$ cat config.mk
export PLATFORM = sky130hd
export DESIGN_NAME = universal_register
export DESIGN_NICKNAME = d
export VERILOG_FILES = /design/src/rtl/universal_register.sv
export SDC_FILE = /design/constraint.sdc
export NUM_CORES = 1
export LEC_CHECK = 0
export CAP_MARGIN = 0
export CORE_MARGIN = 4
export CORE_UTILIZATION = 55
export DETAILED_ROUTE_END_ITERATION = 8
export DONT_BUFFER_PORTS = 1
export PLACE_DENSITY = 0.7
export SLEW_MARGIN = 20
export SYNTH_ARGS = -nofsm -noshare
export SYNTH_HDL_FRONTEND = slang
export SYNTH_SLANG_ARGS = --single-unit
$ cat constraint.sdc
create_clock -name i_clk -period 2.32 [get_ports i_clk]
set_input_delay 0.232 -clock i_clk [delete_from_list [all_inputs] [get_ports i_clk]]
set_output_delay 0.232 -clock i_clk [all_outputs]
set_load 0.005 [all_outputs]
$ cat src/rtl/universal_register.sv
// rtl/universal_register.sv - multi-mode register: load/shift/rotate/inc/dec with carry and zero flags
// Optional shadow capture register enabled by defining UNIREG_SHADOW_EN.
module universal_register #(
    parameter int               WIDTH     = 8,
    parameter logic [WIDTH-1:0] SET_VALUE = {WIDTH{1'b1}}
) (
    input  logic             i_clk,
    input  logic             i_rst,
    input  logic             i_set,
    input  logic             i_en,
    input  logic [2:0]       i_mode,
    input  logic [WIDTH-1:0] i_d,
    input  logic             i_sin,
`ifdef UNIREG_SHADOW_EN
    input  logic             i_cap,
    output logic [WIDTH-1:0] o_shadow,
`endif
    output logic [WIDTH-1:0] o_q,
    output logic             o_carry,
    output logic             o_zero
);

    typedef enum logic [2:0] {
        MODE_HOLD = 3'b000,
        MODE_LOAD = 3'b001,
        MODE_SHL  = 3'b010,
        MODE_SHR  = 3'b011,
        MODE_ROL  = 3'b100,
        MODE_ROR  = 3'b101,
        MODE_INC  = 3'b110,
        MODE_DEC  = 3'b111
    } mode_t;

    mode_t          mode;
    logic [WIDTH:0] inc_sum;

    assign mode    = mode_t'(i_mode);
    assign inc_sum = {1'b0, o_q} + {{WIDTH{1'b0}}, 1'b1};
    assign o_zero  = (o_q == '0);

    always_ff @(posedge i_clk) begin
        if (i_rst) begin
            o_q     <= '0;
            o_carry <= 1'b0;
        end else if (i_set) begin
            o_q     <= SET_VALUE;
            o_carry <= 1'b0;
        end else if (i_en) begin
            case (mode)
                MODE_LOAD: begin
                    o_q     <= i_d;
                    o_carry <= 1'b0;
                end
                MODE_SHL: begin
                    o_q     <= {o_q[WIDTH-2:0], i_sin};
                    o_carry <= o_q[WIDTH-1];
                end
                MODE_SHR: begin
                    o_q     <= {i_sin, o_q[WIDTH-1:1]};
                    o_carry <= o_q[0];
                end
                MODE_ROL: begin
                    o_q     <= {o_q[WIDTH-2:0], o_q[WIDTH-1]};
                    o_carry <= o_q[WIDTH-1];
                end
                MODE_ROR: begin
                    o_q     <= {o_q[0], o_q[WIDTH-1:1]};
                    o_carry <= o_q[0];
                end
                MODE_INC: begin
                    o_q     <= inc_sum[WIDTH-1:0];
                    o_carry <= inc_sum[WIDTH];
                end
                MODE_DEC: begin
                    // borrow out is exactly the underflow from zero
                    o_q     <= o_q - {{(WIDTH-1){1'b0}}, 1'b1};
                    o_carry <= (o_q == '0);
                end
                default: begin
                    o_q     <= o_q;
                    o_carry <= o_carry;
                end
            endcase
        end
    end

`ifdef UNIREG_SHADOW_EN
    // captures the pre-update value; unaffected by set or enable
    always_ff @(posedge i_clk) begin
        if (i_rst) begin
            o_shadow <= '0;
        end else if (i_cap) begin
            o_shadow <= o_q;
        end
    end
`endif

endmodule

* Word level (Yosys, flattened, before mapping) *
Index checks and enable logic that the tools add are counted.
Widths: inputs -> output; s select.

word-level totals
  flip-flop bits (word level) = 9
  output and inout port bits = 10
  input port bits = 16
  word-level logic and storage cells = 24

cells by class
  add/sub/neg operators = 2
  reduce and logical (&&, ||, !) cells = 9
  equality and inequality tests = 7
  mux-type cells = 4

operator list
  operator             count
  $pmux 8 s7           1
  $mux 8               2
  $eq 3x3->1 const B   4
  $add 8x1->9 const B  1
  $logic_not 8->1      1
  $reduce_bool 8->1    1
  $sub 8x1->8 const B  1
  $eq 3x2->1 const B   2
  $reduce_or 2->1      3
  $pmux 1 s5           1
  $reduce_bool 5->1    1
  $reduce_and 2->1     2
  $eq 3x1->1 const B   1
  $reduce_bool 2->1    1

* Logic depth before layout (Yosys ltp) *
  word-level depth = 4
  gate-level depth with buffers = 7
  gate-level depth less buffers = 6

* Worst setup path before layout *
Ideal clock, no wire load.

  kind = register to register
  from = register o_q[5]
  to = register o_q[7]
  buffers on the path = 1
  path slack = 0.542 ns
  stages on the path, launching flop included = 6
  clock period less this slack = 1.778 ns
  data arrival time = 1.687 ns
  setup time = 0.091 ns
  required time = 2.229 ns
  path through = dfxtp_1 buf_6 or4_4 nor4_1 mux2_2 a311oi_1

on the way
  cells in the longest elaborated chain, start to end = 4
  elaborated cells between the ends (all ways) = 5
  those cells by class = add/sub: 2; mux: 3

ends and longest elaborated chain
  what                                        line    source
  start: declaration                          18      output logic [WIDTH-1:0] o_q,
  start signal: assignment                    51      o_q <= i_d;
  start signal: assignment                    55      o_q <= {o_q[WIDTH-2:0], i_sin};
  start signal: assignment                    59      o_q <= {i_sin, o_q[WIDTH-1:1]};
  $sub 8x1->8 or $add 8x1->9 (tied branches)  76, 38
  $pmux 8 s7 *                                49      case (mode)
  $mux 8 *                                    48      end else if (i_en) begin
  $mux 8 *                                    45      end else if (i_set) begin

Mark *: on every way between the ends. The rest lies on a longest branch, timed or not. The select of a mux whose other input is x is not followed.
A chain may end at the register's enable or synchronous reset.

* Worst setup path after layout *
  from = register o_q[0]
  to = register o_q[1]

The elaborated chain is that of the path after synthesis.

==> flow_metrics.env <==
export IMPL_cp_required_ns=2.46
export IMPL_finalPower_mw=0.500
export IMPL_tightest_slew_ns=0.554
export IMPL_hold_path_class="input pin to flop"
export IMPL_synth_edf_count=0
export IMPL_vias_per_cell=6.78
export IMPL_cts_hold_buf=0
export IMPL_whs_ns=0.0177
export IMPL_clock_skew_ns=0.00710
export IMPL_yosys_top_cells_count="nor2_1, dfxtp_1, nand2_1"
export IMPL_ys_warn_count=0
export IMPL_coreArea_um2=1940
export IMPL_grt_pass1_vias=972
export IMPL_ys_types=51
export IMPL_synthCells=145
export IMPL_antenna_found_initial=0
export IMPL_syn_cell_area_um2=1120
export IMPL_grt_pass1_wl_um=4720
export IMPL_timing_final_ws_setup_ns=0.455
export IMPL_vdd_drop_max_uv=297
export IMPL_initial_core_util_pct=57.7
export IMPL_yosysSeqAreaShare_pct=16.1
export IMPL_synthFlopType="dfxtp_1"
export IMPL_insertion_delay_ns=0.28
export IMPL_criticalPathCategory="flop to flop"
export IMPL_synth_top_area_cell="dfxtp_1"
export IMPL_drv_slew=0
export IMPL_dieArea_um2=2820
export IMPL_dpl_hpwl_um=2080
export IMPL_fin_crit_ns=1.87
export IMPL_dr_first_iter_drc_count=41
export IMPL_wire_per_inst_um=17.6
export IMPL_antenna_cells=0
export IMPL_path_clk_slew_ns=0.07
export IMPL_setup_viol=0
export IMPL_drt_pass1_iter_count=4
export IMPL_row_count=16
export IMPL_io_buffers=0
export IMPL_cts_setup_buffers=0
export IMPL_cts_buffers=3
export IMPL_cp_arrival_ns=2.00
export IMPL_clkSinkCount=9
export IMPL_max_freq_ghz=0.536
export IMPL_synth_top_cell_area_share_pct=16.1
export IMPL_layout_drive_gt1_share_pct=10.1
export IMPL_synth_most_common_cell="nor2_1"
export IMPL_path_max_fanout=11
export IMPL_finalCritPeriodShare_pct=80.4
export IMPL_grt_usage_pct=23.1
export IMPL_drc=0
export IMPL_root_buffer="clkbuf_4"
export IMPL_ys_top_cells_by_area="dfxtp_1, mux2i_1, a211oi_1"
export IMPL_status="finished, final reports clean"
export IMPL_slew_headroom_pct=62.9
export IMPL_pin_count=26
export IMPL_die_x_um=53.1
export IMPL_async_flop_share_pct=0
export IMPL_wirelength_um=2910
export IMPL_syn_nets=164
export IMPL_place_ws_ns=0.463
export IMPL_power_density_nw_per_um2=441
export IMPL_num_vias=1118
export IMPL_cp_start_kind="flop"
export IMPL_leakage_nw=0.409
export IMPL_gp_congestion=0.875
export IMPL_die_height_um=53.1
export IMPL_ant_nets=0
export IMPL_ys_ff_latch=9
export IMPL_avgSynthCellArea_um2=7.73
export IMPL_cts_resized=0
export IMPL_fill_cells=188
export IMPL_final_net_count=158
export IMPL_grt_overflow=0
export IMPL_syn_to_final_growth_pct=1.23
export IMPL_cts_tree="done"
export IMPL_rsz0062_at_grt="no"
export IMPL_drv_cap=0
export IMPL_clk_path_buf_depth=2
export IMPL_grt_max_degree=39
export IMPL_cts_htree_levels=1
export IMPL_hold_viol_final=0
export IMPL_fin_setup_tns_ns=0
export IMPL_cp_end_kind="flop"
power by group:
| group | internal (mW) | total (mW) | switching, mW |
|---|---|---|---|
| Sequential | 0.169 | 0.201 | 0.0322 |
| Combinational | 0.0812 | 0.163 | 0.0817 |
| Clock | 0.0668 | 0.136 | 0.0693 |
| Total | 0.317 | 0.500 | 0.183 |
routing by layer:
metal / part of all wire (%) / vias to the layer above / GRT usage [%] / routed length [um]
li1: - / 546 / - / -
met1: 47 / 514 / 31.6 / 1360
met2: 44 / 53 / 33.9 / 1270
met3: 8.1 / 5 / 5.07 / 235
met4: 1.6 / 0 / 10.6 / 48
met5: 0 / - / 0 / 0
worst max-delay path: stages, from the launching register on:
cell and delay (ns):
dfxtp_1 0.54, inv_1 0.16, ha_1 0.33, xnor2_1 0.13, mux2i_1 0.08, a2111oi_0 0.40, a211oi_1 0.09
metrics by stage:
stage	cells	util, %	area [um2]
floorplan	145	-	1120
global placement	160	56.6	1100
detailed placement	160	56.6	1100
CTS	164	57.9	1120
global route	165	58.4	1130
finish	165	58.4	1130
sequential cells by signal, summed over array words and instances (netlist names):
register,flops
o_carry,1
o_q,8
kinds of logic (layout without fill, tap and decap cells):
kind of cell | count (synthesis) | count (layout) | synth area share (%)
muxes | 8 | 8 | 7.25
xor gates and xnor gates | 2 | 2 | 1.56
DFF | 9 | 9 | 16.1
AOI/OAI and AO/OA | 47 | 47 | 32.5
adders and majority gates | 3 | 3 | 3.35
and+or+nand+nor | 53 | 53 | 29.6
buffers and inverters | 23 | 16 | 9.71
layout by cell type, fill, tap and decap left out, types with 2 or more instances in the layout:
cell        n
a21oi_1     7
nand4_1     2
o22ai_1     2
nand3b_1    2
mux2i_1     7
o221ai_1    3
nor3_1      2
a221oi_1    3
clkbuf_4    3
a211o_1     3
nor2_1     11
nand3_1     2
a2111oi_0   3
a31oi_1     2
dfxtp_1     9
nor2b_1     2
buf_4       3
xnor2_1     2
o32ai_1     2
a21o_1      2
a311oi_1    2
or3_1       2
inv_1       8
or3b_2      2
nand2b_1    6
nor3b_1     2
ha_1        3
nand2_1     9
o41ai_1     2
o21ai_0     3
a211oi_1    8
path summary, 6_finish.rpt:
check | startpoint | depth (start not counted) | slack [ns] | endpoint
setup / recovery | o_q[0] | 6 | 0.45 | o_q[1]
hold / removal | i_rst | 1 | 0.02 | o_q[0]
setup reg to reg | o_q[0] | 6 | 0.45 | o_q[1]
hold reg to reg | o_carry | 2 | 0.62 | o_carry
area by class of cell:
cell class	instances	area (um2)	area share [%]
tap	27	33.8	2.98
sequential	9	180	15.9
clock buffer	4	26.3	2.32
timing repair buffer	4	32.5	2.87
inverter	8	30.0	2.65
multi-input combinational	113	832	73.3
Power figures use the tool's default switching activity.
